### config.mk
export PLATFORM = sky130hd
export DESIGN_NAME = seq_magnitude_comparator_flat
export DESIGN_NICKNAME = d
export VERILOG_FILES = /design/src/rtl/seq_magnitude_comparator_if.sv /design/src/rtl/seq_magnitude_comparator.sv /design/src/flat_wrapper.sv
export SDC_FILE = /design/constraint.sdc
export NUM_CORES = 1
export LEC_CHECK = 0
export CORE_AREA = 5 5 69 71
export DETAILED_ROUTE_END_ITERATION = 8
export DIE_AREA = 0 0 74 76
export GPL_TIMING_DRIVEN = 0
export HOLD_SLACK_MARGIN = 0.15
export PLACE_DENSITY_LB_ADDON = 0.3
export SLEW_MARGIN = 40
export SYNTH_ARGS = -nofsm -noshare
export SYNTH_HDL_FRONTEND = slang
export SYNTH_SLANG_ARGS = --single-unit
### constraint.sdc
create_clock -name clk -period 2.9 [get_ports clk]
set_input_delay 0.58 -clock clk [delete_from_list [all_inputs] [get_ports clk]]
set_output_delay 0.58 -clock clk [all_outputs]
set_load 0.02 [all_outputs]
### src/rtl/seq_magnitude_comparator_if.sv
// seq_magnitude_comparator_if: start/busy/done bus carrying the operands and the gt/eq/lt result
interface seq_magnitude_comparator_if #(
    parameter int WIDTH = 16
);
    logic start;
    logic signed_mode;
    logic [WIDTH-1:0] a;
    logic [WIDTH-1:0] b;
    logic busy;
    logic done;
    logic gt;
    logic eq;
    logic lt;
    modport master(output start, signed_mode, a, b, input busy, done, gt, eq, lt);
    modport slave(input start, signed_mode, a, b, output busy, done, gt, eq, lt);
endinterface

### src/rtl/seq_magnitude_comparator.sv
// seq_magnitude_comparator: iterative MSB-first slice-serial magnitude compare, unsigned or two's complement
module seq_magnitude_comparator #(
    parameter int WIDTH = 16,
    parameter int SLICE = 2,
    parameter bit EARLY_EXIT = 1
) (
    input logic clk,
    input logic reset,
    seq_magnitude_comparator_if.slave bus
);
    localparam int NSLICE = WIDTH / SLICE;
    localparam int IW = NSLICE > 1 ? $clog2(NSLICE) : 1;
    typedef enum logic [1:0] {IDLE, COMPARE, DONE} state_t;
    state_t state;
    logic [WIDTH-1:0] a_q, b_q, flip;
    logic [IW-1:0] idx;
    logic [SLICE-1:0] sa, sb;
    logic decided;
    // Flipping both sign bits at latch time turns a signed compare into an unsigned one;
    // the sign bit only lives in the top slice, so lower slices are untouched.
    assign flip = WIDTH'(bus.signed_mode) << (WIDTH - 1);
    assign sa = a_q[idx*SLICE +: SLICE];
    assign sb = b_q[idx*SLICE +: SLICE];
    assign decided = bus.gt | bus.lt;
    // Handshake FSM: latch on start, walk slices MSB first, keep only the first difference
    always_ff @(posedge clk or posedge reset) begin
        if (reset) begin
            state <= IDLE;
            bus.busy <= 1'b0;
            bus.done <= 1'b0;
            bus.gt <= 1'b0;
            bus.eq <= 1'b0;
            bus.lt <= 1'b0;
            idx <= '0;
            a_q <= '0;
            b_q <= '0;
        end else begin
            bus.done <= 1'b0;
            case (state)
                IDLE, DONE: begin
                    if (bus.start) begin
                        a_q <= bus.a ^ flip;
                        b_q <= bus.b ^ flip;
                        idx <= IW'(NSLICE - 1);
                        bus.gt <= 1'b0;
                        bus.eq <= 1'b0;
                        bus.lt <= 1'b0;
                        bus.busy <= 1'b1;
                        state <= COMPARE;
                    end else begin
                        state <= IDLE;
                    end
                end
                COMPARE: begin
                    if (sa != sb && !decided) begin
                        bus.gt <= sa > sb;
                        bus.lt <= sa < sb;
                    end
                    if ((EARLY_EXIT && sa != sb) || idx == '0) begin
                        bus.eq <= !decided && sa == sb;
                        bus.busy <= 1'b0;
                        bus.done <= 1'b1;
                        state <= DONE;
                    end else begin
                        idx <= idx - 1'b1;
                    end
                end
                default: state <= IDLE;
            endcase
        end
    end
endmodule

### src/flat_wrapper.sv
// flat-port wrapper written by rule: the top's interface ports become plain ports
module seq_magnitude_comparator_flat 
#(
    parameter int WIDTH = 16,
    parameter int SLICE = 2,
    parameter bit EARLY_EXIT = 1
)
  (clk, reset, bus_start, bus_signed_mode, bus_a, bus_b, bus_busy, bus_done, bus_gt, bus_eq, bus_lt);
  seq_magnitude_comparator_if #(.WIDTH(WIDTH)) bus_i ();
  input logic clk;
  input logic reset;
  input wire logic [$bits(bus_i.start)-1:0] bus_start;
  input wire logic [$bits(bus_i.signed_mode)-1:0] bus_signed_mode;
  input wire logic [$bits(bus_i.a)-1:0] bus_a;
  input wire logic [$bits(bus_i.b)-1:0] bus_b;
  output wire logic [$bits(bus_i.busy)-1:0] bus_busy;
  output wire logic [$bits(bus_i.done)-1:0] bus_done;
  output wire logic [$bits(bus_i.gt)-1:0] bus_gt;
  output wire logic [$bits(bus_i.eq)-1:0] bus_eq;
  output wire logic [$bits(bus_i.lt)-1:0] bus_lt;
  assign bus_i.start = bus_start;
  assign bus_i.signed_mode = bus_signed_mode;
  assign bus_i.a = bus_a;
  assign bus_i.b = bus_b;
  assign bus_busy = bus_i.busy;
  assign bus_done = bus_i.done;
  assign bus_gt = bus_i.gt;
  assign bus_eq = bus_i.eq;
  assign bus_lt = bus_i.lt;
  seq_magnitude_comparator #(.WIDTH(WIDTH), .SLICE(SLICE), .EARLY_EXIT(EARLY_EXIT)) u_core (.clk(clk), .reset(reset), .bus(bus_i));
endmodule
Word-level counts from Yosys, hierarchy flattened. Cells that the tools add are included.

Bits in registers: 42. Bits in latches: 0. Memory bits (writable): 0. Bits in read-only memories: 0. Bits of input ports: 36. Output and inout bits: 5. Logic and storage cells: 55. Memories kept: 0.

Add/subtract/negate cells: 1. Multiply operators: 0. Div/mod/pow operators: 0. Order comparisons: 2. Equal/unequal tests: 8. Shift operators: 2. Mux-type cells: 18. Bitwise logic cells: 3. Reductions and logical operators: 12.

Operators by type and width (count): variable part select 16 x 5 -> 2 bit (2); bitwise XOR 16 bit (2); 2-to-1 mux 1 bit (9); AND reduction 3 bit (3); one-hot mux 1 bit (2 select lines) (4); 2-to-1 mux 3 bit (2); one-hot mux 3 bit (2 select lines) (1); inequality test 2 x 1 -> 1 bit (second input constant) (2); inequality test 2 bit (second input constant) (2); one-hot mux 2 bit (2 select lines) (1); logical NOT 3 bit (1); subtractor 3 x 1 -> 3 bit (second input constant) (1); equality test 2 x 1 -> 1 bit (second input constant) (1); equality test 2 bit (1); equality test 2 bit (second input constant) (1); > comparator 2 bit (1); logical AND 1 bit (2); logical NOT 2 bit (1); < comparator 2 bit (1); 2-to-1 mux 2 bit (1); inequality test 2 bit (1); AND reduction 2 bit (1); nonzero test 2 bit (1); OR reduction 2 bit (1); other kinds (3) (3).

Logic depth before layout (Yosys ltp). Gate-level depths: netlist (run 1).

Depth after elaboration: 5. Mapped depth: 8. Gate-level depth less buffers: 7.

Worst setup path before layout (run 1). No wires, ideal clock.

Path type: flip-flop to flip-flop. Start: reg u_core.idx[0]. End: reg u_core.state[0]. Library setup time: 127 ps. Arrival: 2133 ps. Required time: 2773 ps. Setup slack: 640 ps. Cell stages (with the launch flop): 9. Buffers on the path: 1. Period minus slack after synthesis: 2260 ps. Path through: dfrtp_1 > buf_6 > mux4_2 > nand2_1 > nand2_1 > ha_1 > and4b_1 > and2_1 > or2_2.

Cells in the longest elaborated chain, start to end: 4. Elaborated cells between the ends (all ways): 6. Those cells by class: eq/ne (2); shift (2); reduce/logical (2).

RTL lines: start, declared (RTL line seq_magnitude_comparator.sv:16) `logic [IW-1:0] idx;`; start signal, assigned (RTL line seq_magnitude_comparator.sv:44) `idx <= IW'(NSLICE - 1);`; start signal, assigned (RTL line seq_magnitude_comparator.sv:65) `idx <= idx - 1'b1;`; variable part select 16 x 5 -> 2 bit, on equally long branches (RTL line seq_magnitude_comparator.sv:22, seq_magnitude_comparator.sv:23); inequality test 2 bit (RTL line seq_magnitude_comparator.sv:59) `if ((EARLY_EXIT && sa != sb) || idx == '0) begin`; logical OR 1 bit * (RTL line seq_magnitude_comparator.sv:59); inequality test 2 x 1 -> 1 bit (no source line) *; end signal, assigned (RTL line seq_magnitude_comparator.sv:28) `state <= IDLE;`; end signal, assigned (RTL line seq_magnitude_comparator.sv:63) `state <= DONE;`; end signal, assigned (RTL line seq_magnitude_comparator.sv:68) `default: state <= IDLE;`; end, declared (RTL line seq_magnitude_comparator.sv:14) `state_t state;`.

Every way passes the cells marked *; elsewhere a longest branch is shown, timed or not. A chain may end at the register's enable or synchronous reset.

Worst setup path after layout (run 1).
Start: reg u_core.idx[2]. End: reg u_core.state[0].

Same word-level chain as after synthesis.

==> out/summary.md, run 1 <==
The flow ran to the end, and the final reports show no timing, DRC or antenna violations. The logs give 241 for the number of nets produced by synthesis and 92 for the number of violations reported at the end of detailed-routing iteration 0. The worst slew margin relative to its limit was 65.3%; the HPWL after detailed placement was 2850 microns. Data on the critical path arrives at its endpoint at 2.65 ns. The final estimated routing congestion in global placement is 0.820. The path type of the worst min-delay path was flop to flop. The number of levels in the clock H-tree is 2, and the placeable core region is 4170 sq um. After detailed routing, the number of remaining DRC violations is 0. The width of the die was 74 microns; the highest fanout seen on the critical path was 10. Along the worst hold path, the cell count comes to 2. The average via count per standard cell came out at 5.05. The detail route stage leaves a number of antenna-violating nets equal to 0.

Initial standard-cell utilization of the core: 47.2%. Of the available clock period, the critical path in the final layout requires 85.0%. The worst clock skew on the final layout is 0.00956 ns.

The number of antenna diodes in the final layout is 0. The number of iterations in the first detailed-routing pass was 4. IR analysis of the VDD net gives a maximum drop of 0.478 mV. The worst register-to-register path ends at u_core.state[0]. Clock tree synthesis found a total of 42 sinks. The number of global-route vias before repair is 1436, and the number of distinct library cell variants in the gate-level netlist after synthesis is 26.

The number of hold-repair buffers added at the cts stage is 0. Mean routed wirelength per cell: 13.4 microns. After routing, the total negative slack on setup checks comes to 0 ns. Post-synthesis register bit count: 42. The floorplan step defined a die boundary enclosing 5620 sq um.

The number of max-slew violations in the final report is 0. In the global route stage, overall resource usage came out at 15.5%. For the count of standard-cell rows, the log shows 24.

The cell sitting at the root of the clock tree is a clkbuf_8. The worst register-to-register path has a setup slack of 0.43 ns. Summed over all cells, the static leakage comes to 1.26 nW. For this design the ratio of total power to cell area is 910 nW/um^2. Launch instance of the worst min-delay path: u_core.a_q[11].

The critical path data required time was 3.09 ns; the maximum number of pins on one net before global-route repair was 43. The time the worst path needs with I/O delays and setup is 2.47 ns. The path with the worst hold slack has its endpoint at u_core.a_q[11]. The total power was 2.32 mW. After synthesis, flip-flops and latches occupy 53.4% of the total area.

Dividing the synthesized area by the synthesized cell count gives 9.80 sq um. Compared with the post-synthesis result, the final layout area differs by 29.4%. The number of buffers on the longest clock path is 2. In the layout the commonest cells are nand2_1 (100), dfrtp_1 (42), clkdlybuf4s50_1 (40). Leaving out fill and tap cells, the most frequent cell in the layout is nand2_1. The worst register-to-register path has a depth of 8. The layout cell share with drive strength beyond 1 came out at 10.0%. The logs give 0.30 ns for the clock network latency to the later pin of the worst-skew pair and 5 for the number of CTS-inserted buffers.

In this run the critical register-to-register path is launched from u_core.idx[2]. TritonCTS built the clock tree. Buffers placed on the I/O ports in this run total 40.

The synthesized netlist cell count is 201, and the cell area after synthesis is 1970 sq um. The first global-routing pass estimated 6710 microns of wire. The tool flagged a number of max-cap violations equal to 0. Measured along the y axis, the die boundary spans 76 microns. The number of hold-slack violations in the final timing report is 0. The wire length reported by the detailed router is 4030 microns.

After global routing the overflow that remains totals 0. Setup repair after global routing left no endpoint under its margin. Category of the critical setup timing path: flop to flop. Based on the critical path, the design can be clocked at up to 406 MHz. The total number of nets in the final design was 288; the count of buffers added by post-CTS timing repair for setup was 0. The detailed router placed 1520 vias in this run. After clock tree synthesis, the clock-pin slew on the worst setup and hold paths is 0.08 ns.

STA classifies the critical path startpoint as a flop. The worst setup path is captured at a flop. The Yosys step of the flow raised 0 warnings. The tools report the number of setup violations in the final report as 0. The transition time at the pin with the least slew margin was 0.521 ns; the post-cts gate resize count was 0.

The logs give 41 for the number of ports placed on the die boundary and 0 for the number of antenna violations at the first check in global routing.
-- Yosys cell counts --
cell,number,area (sq um)
buf_2,5,25.0
dfrtp_1,42,1050
inv_1,4,15.0
and4b_1,1,10.0
nand2b_4,1,13.8
xnor2_1,2,17.5
a21oi_1,2,10.0
nand2_1,100,375
mux4_2,6,135
nand2b_1,2,12.5
a31oi_1,3,18.8
mux2i_1,3,30.0
or2_2,1,6.26
a211oi_1,2,15.0
mux4_1,2,52.6
nor2_1,4,15.0
mux2_2,1,11.3
ha_1,4,50.1
nor2b_1,2,12.5
clkbuf_1,3,11.3
a32o_1,2,20.0
a21o_1,1,7.51
nand3_1,2,10.0
o21ai_0,3,15.0
and2_1,1,6.26
buf_6,2,22.5
-- how the worst max path moves through the flow --
| stage | slack [ns] | cells past startpoint | end | startpoint |
|---|---|---|---|---|
| after CTS | 0.44 | 8 | u_core.state[0] | u_core.idx[0] |
| after floorplan | 0.64 | 8 | u_core.state[0] | u_core.idx[0] |
| after detailed placement | 0.46 | 8 | u_core.state[0] | u_core.idx[0] |
| after global routing | 0.33 | 8 | u_core.state[0] | u_core.idx[0] |
| after global placement | 0.47 | 2 | u_core.b_q[12] | reset |
| final | 0.43 | 8 | u_core.state[0] | u_core.idx[2] |
-- critical path, cell delays in order, from the launching register on --
cell	delay, ns
dfrtp_1	0.38
buf_6	0.17
mux4_1	0.57
nand2_1	0.09
nand2_1	0.06
ha_1	0.34
and4b_1	0.27
and2_1	0.21
or2_2	0.27
-- flip-flops by register name, indices dropped and copies added (netlist names), 2 cells and up --
name / cells
u_core.a_q: 16
u_core.b_q: 16
u_core.idx: 3
u_core.state: 2
-- layer usage --
| layer | share of wire [%] | GRT usage, % | vias up |
|---|---|---|---|
| li1 | - | - | 742 |
| met1 | 44 | 21.0 | 733 |
| met2 | 49 | 23.8 | 39 |
| met3 | 5.8 | 4.49 | 6 |
| met4 | 1.5 | 5.07 | 0 |
| met5 | 0 | 0 | - |
-- logic make-up (layout without fill, tap and decap cells) --
family | Yosys count | count (layout) | share of synthesized area, %
compound gates | 13 | 13 | 4.38
xor+xnor | 2 | 2 | 0.890
fa+ha+maj | 4 | 4 | 2.54
buf+inv | 14 | 62 | 3.75
flops | 42 | 42 | 53.4
mux | 12 | 12 | 11.6
simple gates | 114 | 114 | 23.4
-- cell type report --
| cell class | instances | area (sq um) |
|---|---|---|
| fillers | 354 | 1630 |
| flip-flops and latches | 42 | 1050 |
| multi-input cells | 145 | 845 |
| repair buffers | 40 | 400 |
| clock buffers | 8 | 110 |
| inverters | 4 | 17.5 |
| plain buffers | 10 | 58.8 |
| well taps | 52 | 65.1 |
-- where the power goes --
group / leakage [nW] / internal (mW) / switching (mW)
logic: 0.696 / 0.439 / 0.478
registers: 0.511 / 0.836 / 0.130
clock network: 0.0575 / 0.240 / 0.195
total: 1.26 / 1.51 / 0.803
-- stage by stage --
step	worst slack (ns)	std cells	cell area, sq um	hold WS [ns]	util [%]
global route	0.334	301	2550	0.487	61.0
floorplan	0.640	201	1970	0.437	-
CTS	0.437	301	2550	0.475	61.0
detailed placement	0.464	293	2440	0.456	58.4
finish	0.434	301	2550	0.470	61.0
global placement	0.474	293	2430	0.453	58.3
No activity file was read; power rests on OpenSTA's default activity.
==> run 2, diff against run 1 <==
- ABC_CLOCK_PERIOD_IN_PS: unset -> 2900
==> results of run 2 <==
The final DEF is identical to that of run 1; final timing and power are the same.
